==> src/rtl/hazard_ctrl.sv <==
// hazard_ctrl: pipeline stall/flush sequencer with memory-wait watchdog and hazard counters.
module hazard_ctrl #(
  parameter int CNT_W    = 32,
  parameter int MAX_WAIT = 64
) (
  input  logic             clk,
  input  logic             reset_n,
  input  logic [4:0]       id_rs1,
  input  logic [4:0]       id_rs2,
  input  logic             id_use_rs1,
  input  logic             id_use_rs2,
  input  logic [4:0]       ex_rd,
  input  logic             ex_mem_read,
  input  logic             branch_taken,
  input  logic [31:0]      branch_target,
  input  logic             dmem_busy,
  output logic             pc_stall,
  output logic             if_id_stall,
  output logic             if_id_flush,
  output logic             id_ex_stall,
  output logic             id_ex_flush,
  output logic             ex_mem_stall,
  output logic             pc_redirect,
  output logic [31:0]      redirect_pc,
  output logic             timeout_err,
  output logic [CNT_W-1:0] stall_cycles,
  output logic [CNT_W-1:0] flush_events
);
  typedef enum logic [1:0] {RUN, MEM_WAIT, REDIRECT} state_t;
  localparam int WW = $clog2(MAX_WAIT + 1);
  state_t state, state_nxt;
  logic pending, pending_nxt;
  logic [31:0] target, target_nxt, rpc;
  logic [WW-1:0] wait_cnt, wait_inc;
  logic load_use, stall_all, lu_stall, flush;
  assign load_use = ex_mem_read && ex_rd != 5'd0 &&
                    ((id_use_rs1 && id_rs1 == ex_rd) || (id_use_rs2 && id_rs2 == ex_rd));
  always_comb begin
    state_nxt   = state;
    pending_nxt = pending;
    target_nxt  = target;
    stall_all   = 1'b0;
    lu_stall    = 1'b0;
    flush       = 1'b0;
    rpc         = 32'd0;
    unique case (state)
      RUN: begin
        if (dmem_busy) begin
          stall_all = 1'b1;
          state_nxt = MEM_WAIT;
          pending_nxt = pending | branch_taken;
          target_nxt  = branch_taken ? branch_target : target;
        end else if (branch_taken) begin
          flush = 1'b1;
          rpc   = branch_target;
        end else lu_stall = load_use;
      end
      MEM_WAIT: begin
        pending_nxt = pending | branch_taken;
        target_nxt  = branch_taken ? branch_target : target;
        if (dmem_busy) stall_all = 1'b1;
        else if (pending || branch_taken) state_nxt = REDIRECT;
        else begin
          state_nxt = RUN;
          lu_stall  = load_use;
        end
      end
      REDIRECT: begin
        if (dmem_busy) stall_all = 1'b1;
        else begin
          flush       = 1'b1;
          rpc         = target;
          pending_nxt = 1'b0;
          state_nxt   = RUN;
        end
      end
      default: state_nxt = RUN;
    endcase
  end
  // Outputs are forced low while reset is asserted, independent of the clock.
  assign pc_stall     = reset_n & (stall_all | lu_stall);
  assign if_id_stall  = reset_n & (stall_all | lu_stall);
  assign id_ex_stall  = reset_n & stall_all;
  assign ex_mem_stall = reset_n & stall_all;
  assign if_id_flush  = reset_n & flush;
  assign id_ex_flush  = reset_n & (flush | lu_stall);
  assign pc_redirect  = reset_n & flush;
  assign redirect_pc  = {32{reset_n & flush}} & rpc;
  assign wait_inc = wait_cnt + WW'(wait_cnt != WW'(MAX_WAIT));
  always_ff @(posedge clk or negedge reset_n) begin
    if (!reset_n) begin
      state        <= RUN;
      pending      <= 1'b0;
      target       <= 32'd0;
      wait_cnt     <= '0;
      timeout_err  <= 1'b0;
      stall_cycles <= '0;
      flush_events <= '0;
    end else begin
      state        <= state_nxt;
      pending      <= pending_nxt;
      target       <= target_nxt;
      wait_cnt     <= dmem_busy ? wait_inc : '0;
      timeout_err  <= timeout_err | (dmem_busy && wait_inc == WW'(MAX_WAIT));
      stall_cycles <= stall_cycles + CNT_W'(pc_stall && !(&stall_cycles));
      flush_events <= flush_events + CNT_W'(if_id_flush && !(&flush_events));
    end
  end
endmodule

==> config.mk <==
export PLATFORM = sky130hd
export DESIGN_NAME = hazard_ctrl
export DESIGN_NICKNAME = d
export VERILOG_FILES = /design/src/rtl/hazard_ctrl.sv
export SDC_FILE = /design/constraint.sdc
export NUM_CORES = 1
export LEC_CHECK = 0
export BUFFER_PORTS_ARGS = -buffer_cell sky130_fd_sc_hd__buf_2
export CAP_MARGIN = 15
export CORE_ASPECT_RATIO = 0.5
export CORE_UTILIZATION = 45
export DETAILED_ROUTE_END_ITERATION = 10
export HOLD_SLACK_MARGIN = 0.03
export PLACE_DENSITY = 0.82
export SLEW_MARGIN = 20
export SYNTH_ARGS = -nofsm -noshare
export SYNTH_HDL_FRONTEND = slang
export SYNTH_SLANG_ARGS = --single-unit
==> constraint.sdc <==
create_clock -name clk -period 3.4 [get_ports clk]
set_input_delay 0.17 -clock clk [delete_from_list [all_inputs] [get_ports clk]]
set_output_delay 0.17 -clock clk [all_outputs]
set_load 0.03 [all_outputs]
# Yosys cells after proc, flatten, opt, wreduce, memory -nomap -nowiden
# Cells that the tools add are included.
# Widths: inputs -> output; s select.
dict set report word_totals {
  regBits 107
  in_bits 54
  output_inout_bits 104
  elab_cells 76
}
dict set report op_classes {
  addsub 3
  eq_ne 9
  n_mux 27
  bitwise 9
  n_reduce_logical 21
}
# op n
set op_table {}
lappend op_table {{$mux 32} 5}
lappend op_table {{$pmux 32 s2} 2}
lappend op_table {{$add 32x1->32} 2}
lappend op_table {{$reduce_and 32->1} 2}
lappend op_table {{$and 32x32->32} 1}
lappend op_table {{$mux 1} 11}
lappend op_table {{$eq 5x5->1} 2}
lappend op_table {{$mux 2} 4}
lappend op_table {{$add 7x1->7} 1}
lappend op_table {{$eq 7x7->1 const B} 1}
lappend op_table {{$logic_and 1x1->1} 7}
lappend op_table {{$mux 7} 1}
lappend op_table {{$ne 7x7->1 const B} 1}
lappend op_table {{$ne 2x2->1 const B} 3}
lappend op_table {{$pmux 2 s3} 1}
lappend op_table {{$reduce_and 3->1} 2}
lappend op_table {{$reduce_bool 5->1} 1}
lappend op_table {{$and 1x1->1} 4}
lappend op_table {{$or 1x1->1} 4}
lappend op_table {{$pmux 1 s2} 2}
lappend op_table {{$pmux 1 s3} 1}
lappend op_table {{$reduce_bool 3->1} 1}
lappend op_table {{$reduce_or 3->1} 1}
lappend op_table {{$eq 2x1->1 const B} 1}
lappend op_table {{6 further kinds} 8}

# Longest topological paths before layout
# Gate-level depths: netlist of the first run.
dict set report logic_depth {
  depth_word 11
  mapped_depth 12
  ltp_nobuf 10
}

# Least setup slack after synthesis of the first run
# No wires, ideal clock.
dict set report synth_path {
  path_type {register to register}
  from {register stall_cycles[9]}
  to {register stall_cycles[11]}
  arrival_ns 2.604
  required_time_ns 3.263
  slack_ns 0.659
  stages_incl_launch_ff 13
  n_path_buf 3
  period_less_slack_ns 2.741
  cell_sequence {dfrtp_1 -> and4_4 -> nand4_4 -> buf_6 -> nor4_1 -> nor3_1 -> ha_1 -> and3_1 -> clkbuf_1 -> and3_1 -> clkbuf_1 -> and3_1 -> xor2_1}
}
dict set report synth_via {
  elab_chain_len 4
}
# item line
set synth_rtl {}
lappend synth_rtl {{start, declared} 26} ;# output logic [CNT_W-1:0] stall_cycles,
lappend synth_rtl {{start signal, assigned} 105} ;# stall_cycles <= stall_cycles + CNT_W'(pc_stall && !(&stall_cycles));
lappend synth_rtl {{$reduce_and 32->1} 105}
lappend synth_rtl {{$logic_not 1->1} 105}
lappend synth_rtl {{$logic_and 1x1->1} 105}
lappend synth_rtl {{$add 32x1->32 *} 105}
# Every way passes the cells marked *; elsewhere a longest branch is shown, timed or not.
# A chain may end at the register's enable or synchronous reset.

# Worst setup path in the final report of the first run
dict set report layout_path {
  from {register state[0]}
  to {register flush_events[28]}
}
dict set report layout_via {
  elab_chain_len 5
  word_cells_on_any_way 6
}
# item line
set layout_rtl {}
lappend layout_rtl {{start, declared} 31} ;# state_t state, state_nxt;
lappend layout_rtl {{start signal, assigned} 100} ;# state <= state_nxt;
lappend layout_rtl {{$eq 2x2->1 / $logic_not 2->1 (equally long branches)} 46} ;# unique case (state)
lappend layout_rtl {{$pmux 1 s2 *} 46}
lappend layout_rtl {{$and 1x1->1 *} 85} ;# assign if_id_flush = reset_n & flush;
lappend layout_rtl {{$logic_and 1x1->1 *} 106} ;# flush_events <= flush_events + CNT_W'(if_id_flush && !(&flush_events));
lappend layout_rtl {{$add 32x1->32 *} 106}
lappend layout_rtl {{end signal, assigned} 106}
lappend layout_rtl {{end, declared} 27} ;# output logic [CNT_W-1:0] flush_events
# Marks and branches as above.

==> results of run 1 <==
cells in the final DEF, fill, tap and decap left out, types with 2 or more instances in the layout:
cell type | netlist | layout
or2_1 | 2 | 2
and3_1 | 14 | 14
xnor2_1 | 41 | 41
bufinv_16 | 0 | 2
a22oi_1 | 33 | 33
buf_2 | 4 | 156
ha_1 | 7 | 7
dfrtp_1 | 107 | 107
and4_1 | 7 | 7
nand3_1 | 24 | 24
nand4_1 | 15 | 15
nand4_4 | 2 | 2
a21oi_1 | 4 | 4
clkinvlp_4 | 0 | 2
and2_1 | 10 | 10
nor4_4 | 3 | 3
inv_1 | 8 | 8
buf_4 | 3 | 7
nand2_1 | 29 | 29
nor2b_1 | 3 | 3
clkbuf_16 | 0 | 9
nor3_1 | 14 | 13
mux2_2 | 32 | 32
xor2_1 | 33 | 33
o21ai_0 | 3 | 3
nor2_1 | 50 | 49
nor4_1 | 8 | 8
final cells by class:
type | instances | area [µm²]
Multi-Input combinational cell | 348 | 2480
Inverter | 8 | 30.0
Clock buffer | 10 | 239
Fill cell | 984 | 4660
Tap cell | 159 | 199
Clock inverter | 6 | 88.8
Sequential cell | 107 | 2680
Timing Repair Buffer | 164 | 843
kinds of logic after synthesis:
| family | Yosys count | share of synthesized area (%) |
|---|---|---|
| flip-flops | 107 | 50.6 |
| AND/OR/NAND/NOR | 188 | 19.6 |
| adder cells (fa/ha/maj) | 7 | 1.66 |
| buffers and inverters | 30 | 2.58 |
| AO/OA/AOI/OAI | 47 | 6.41 |
| XOR/XNOR | 74 | 12.3 |
| multiplexers | 32 | 6.82 |
sequential cells by signal, indices dropped and copies added (netlist names):
signal	flops
timeout_err	1
wait_cnt	7
pending	1
target	32
flush_events	32
state	2
stall_cycles	32
power breakdown:
group | leakage [nW] | total, mW | switching (mW) | internal, mW
combinational | 1.76 | 0.503 | 0.297 | 0.206
clock | 0.155 | 1.13 | 0.466 | 0.666
sequential | 1.38 | 1.54 | 0.123 | 1.42
total | 3.29 | 3.18 | 0.887 | 2.29
per-layer routing:
metal / part of all wire, % / wire length, µm / up-vias
li1: - / - / 2020
met1: 43 / 5370 / 2169
met2: 50 / 6210 / 87
met3: 3.3 / 412 / 32
met4: 2.9 / 355 / 0
met5: 0 / 0 / -
final timing paths:
path | startpoint | endpoint | depth (start not counted)
hold reg to reg | stall_cycles[26] | stall_cycles[26] | 1
hold / removal | branch_target[29] | target[29] | 2
max in group asynchronous | reset_n | wait_cnt[4] | 3
setup reg to reg | state[0] | flush_events[28] | 10
setup / recovery | state[0] | flush_events[28] | 10
min in group asynchronous | reset_n | target[14] | 2
per-stage QoR:
stage          hold WS (ns)  instance area, µm²
6_report             0.0720                6560
3_3_place_gp        0.00267                6220
2_1_floorplan        -0.126                5290
3_5_place_dp        0.00347                6220
4_1_cts              0.0617                6560
5_1_grt              0.0632                6560
worst max-delay path, stage by stage (launching register included):
cell and delay [ns]:
dfrtp_1 0.44, nor2_1 0.22, nand2_1 0.13, or2_1 0.28
a31oi_1 0.17, ha_1 0.23, ha_1 0.20, nand3_1 0.24
nor4_4 0.54, nand4_1 0.20, xnor2_1 0.16
repair_timing:
item,in CTS,in global routing
endpoints found under the hold margin,33,0
hold buffers,1,0
buffers inserted,0,0
==> flow_summary.json, run 1 <==
{
  "drive_above_1_share_pct": 34.2,
  "grt_pass1_vias": 4137,
  "antenna_found_initial": 0,
  "cts_tree": "built",
  "clk_pin_slew_worst_paths_ns": 0.07,
  "maxCapViolations": 0,
  "viasPerCell": 5.37,
  "min_path_type": "primary input to flip-flop",
  "postSynthAreaPerCell_um2": 10.9,
  "synth_cells": 485,
  "dp.cells": 785,
  "synth_top_cell_area_share_pct": 50.6,
  "port_buffers": 157,
  "synth_ff_type": "dfrtp_1",
  "cts_resized": 0,
  "cts_sinks": 107,
  "ys_types": 41,
  "ys_seq_area_share_pct": 50.6,
  "period_share_pct": 86.3,
  "diodes": 0,
  "io_pins": 158,
  "route.detailed.drc": 0,
  "worst_pin_slew_ns": 0.923,
  "worst_slack_ns": 0.465,
  "vias": 4308,
  "power_density_nw_per_um2": 485,
  "wirelength_um": 12300,
  "max_slew_margin_pct": 38.5,
  "synth_seq_cells": 107,
  "die-height_um": 78.7,
  "status": "finished, final reports clean",
  "fmax_mhz": 341,
  "clk_latency_ns": 0.34,
  "hold_viol_final": 0,
  "final_cells": 802,
  "synth-edff-count": 0,
  "wl_per_cell_um": 15.4,
  "synth.most_common_cell": "dfrtp_1",
  "drtPass1Iterations": 5,
  "grt_busiest_layer": "met2",
  "period_needed_ns": 2.93,
  "use_met1_pct": 26.0,
  "ir_drop_v": 0.000321,
  "total_power_mw": 3.18,
  "drt-initial-drc-count": 278,
  "grt_util_all_layers_pct": 20.8,
  "post-route-util_pct": 58.5,
  "setup.worst_path.end_class": "flip-flop",
  "critPathLaunchType": "flip-flop",
  "drv_slew": 0,
  "grt_pass1_wl_um": 19900,
  "crit_arrival_ns": 3.16,
  "setup-violations-final": 0,
  "crit_required_ns": 3.63,
  "place.gp.congestion": 0.826,
  "grt_start_max_net_pins": 75,
  "fin_nets": 699,
  "core_area_um2": 11200,
  "h-tree-depth": 3,
  "place_ws_ns": 0.471,
  "synth_top_area_cell": "dfrtp_1",
  "dp.final_hpwl_um": 8960,
  "root_buffer": "clkbuf_16",
  "rsz0062_at_grt": "false",
  "cts_buffers": 9,
  "ys_warn_count": 0,
  "synth_nets": 546,
  "worst_clock_skew_ns": 0.00875,
  "grt_use_met2_pct": 34.9,
  "p_leak_nw": 3.29,
  "start_util_pct": 47.1,
  "synth_area_um2": 5290,
  "synthArstFlopShare_pct": 100,
  "die_x_um": 155,
  "setup.worst_path.class": "flip-flop to flip-flop",
  "setup_tns_ns": 0,
  "rows": 27,
  "path_max_fanout": 10,
  "synth_common_cells": "dfrtp_1 (107), nor2_1 (50), xnor2_1 (41)",
  "cts_max_path_buffers": 2,
  "ff2ff_setup_slack_ns": 0.47,
  "ant_nets": 0,
  "grt_overflow": 0,
  "yosys-top-cells-area": "dfrtp_1 (51%), mux2_2 (6.8%), xnor2_1 (6.8%)",
  "dieArea_um2": 12200,
  "met3_usage_pct": 4.53,
  "syn2layout_area_growth_pct": 24.0
}
(Power assumes the default switching activity.)
==> inputs of run 2 (changes only) <==
BUFFER_PORTS_ARGS = -buffer_cell sky130_fd_sc_hd__buf_4   (was -buffer_cell sky130_fd_sc_hd__buf_2)
PLACE_DENSITY = 0.85   (was 0.82)
clock period = 2.4 ns   (was 3.4 ns; I/O delays follow)
==> flow_summary.json, run 2 (synthesis gave the netlist of run 1 again) <==
{
  "clk_pin_slew_worst_paths_ns": 0.08,
  "port_buffers": 157,
  "maxCapViolations": 0,
  "die_x_um": 155,
  "dp.final_hpwl_um": 9670,
  "wl_per_cell_um": 16.8,
  "min_path_type": "primary input to flip-flop",
  "drv_slew": 0,
  "grt_start_max_net_pins": 71,
  "final_common_cell": "buf_4",
  "grt_pass1_vias": 4692,
  "reg_top3": "flush_events x32, stall_cycles x32, target x32",
  "grt_overflow": 0,
  "place.gp.congestion": 0.811,
  "grt_busiest_layer": "met2",
  "worst_clock_skew_ns": 0.00977,
  "cts_sinks": 107,
  "io_pins": 158,
  "hold_viol_final": 0,
  "cts_max_path_buffers": 2,
  "setup_tns_ns": 0,
  "final_cell_mix": "buf_4 (210), dfrtp_1 (88), nor2_1 (48), xnor2_1 (41)",
  "path_cells": "nor2_2, nand2_1, or2_1, a31oi_2, ha_2, ha_4, nand3_4, nor4_4, buf_4, nand3_2, xnor2_1",
  "dieArea_um2": 12200,
  "crit_required_ns": 2.63,
  "rsz0062_at_grt": "true",
  "use_met1_pct": 28.1,
  "start_util_pct": 47.1,
  "met3_usage_pct": 4.36,
  "crit_path_start": "state[0]",
  "max_slew_margin_pct": 43.4,
  "slowest_delay_ns": 0.44,
  "diodes": 0,
  "crit_arrival_ns": 2.58,
  "rows": 27,
  "setup.worst_path.end_class": "flip-flop",
  "grt_use_met2_pct": 43.8,
  "cts_tree": "built",
  "die-height_um": 78.7,
  "ff2ff_setup_slack_ns": 0.04,
  "worstReg2RegEnd": "flush_events[16]",
  "critPathLaunchType": "flip-flop",
  "period_share_pct": 98.1,
  "ir_drop_v": 0.000352,
  "min_to": "state[0]",
  "path_max_fanout": 5,
  "setup.worst_path.class": "flip-flop to flip-flop",
  "clk_latency_ns": 0.35,
  "vias": 4694,
  "status": "finished, final reports clean",
  "drive_above_1_share_pct": 43.7,
  "total_power_mw": 4.66,
  "p_leak_nw": 3.71,
  "root_buffer": "clkbuf_16",
  "period_needed_ns": 2.36,
  "viasPerCell": 5.30,
  "ant_nets": 0,
  "h-tree-depth": 3,
  "route.detailed.drc": 0,
  "hold_depth": 2,
  "fmax_mhz": 425,
  "wirelength_um": 14900,
  "drt-initial-drc-count": 293,
  "power_density_nw_per_um2": 597,
  "setup-violations-final": 0,
  "placed_area_um2": 6980,
  "rr_startpoint": "state[0]",
  "min-delay-start": "dmem_busy",
  "cts_buffers": 9,
  "antenna_found_initial": 0,
  "reg2reg_depth": 11,
  "grt_pass1_wl_um": 22900,
  "syn2layout_area_growth_pct": 47.7,
  "fin_nets": 782,
  "drtPass1Iterations": 5,
  "core_area_um2": 11200,
  "worst_pin_slew_ns": 0.849,
  "finish.instance_area_um2": 7810,
  "grt_util_all_layers_pct": 24.0,
  "slowest_stage": "dfrtp_1"
}
run 2: stage by stage:
step / cells / hold slack, ns / util (%) / worst slack [ns]
floorplan: 485 / -0.176 / - / -0.114
global placement: 823 / 0.236 / 62.3 / 0.0698
detailed placement: 823 / 0.250 / 62.3 / -0.0686
CTS: 874 / 0.0523 / 68.1 / 0.0118
global route: 885 / 0.0554 / 69.6 / -0.0761
finish: 885 / 0.0643 / 69.6 / 0.0449
run 2: worst max-delay path by stage:
stage,slack (ns),end,cells past startpoint
2_1_floorplan,-0.11,flush_events[22],11
3_3_place_gp,0.07,flush_events[20],11
3_5_place_dp,-0.07,flush_events[20],11
4_1_cts,0.01,flush_events[17],10
5_1_grt,-0.08,flush_events[17],10
6_report,0.04,flush_events[16],11
run 2: layout make-up:
type,count,area (µm²)
fill,759,3410
clock buffer,10,229
timing repair buffer,247,1950
multi-input combinational,348,2620
sequential,107,2700
tap,159,199
inverter,8,30.0
clock inverter,6,73.8
run 2: repair_timing:
| item | in CTS | in global routing |
|---|---|---|
| buffers inserted | 1 | 10 |
| hold endpoints to repair | 69 | 0 |
| pin swaps | 3 | 11 |
| hold buffers | 33 | 0 |
| cloned | 1 | 1 |
| endpoints found under the setup margin | 16 | 40 |
| resized for setup | 3 | 22 |
run 2: per-layer routing:
layer / up-vias / share of wire [%]
li1: 2177 / -
met1: 2363 / 41
met2: 120 / 54
met3: 34 / 2.9
met4: 0 / 2.2
met5: - / 0
run 2: worst max-delay path, delay by kind of cell, from the launching register on:
family / cells / cell delay [ns]
buf+inv: 1 / 0.21
fa+ha+maj: 2 / 0.41
xor+xnor: 1 / 0.15
simple gates: 6 / 0.86
flops: 1 / 0.44
compound gates: 1 / 0.18
run 2: where the power goes:
part           internal (mW)  switching [mW]
logic                  0.476           0.529
clock network          0.821           0.689
registers               2.01           0.139
total                   3.31            1.36
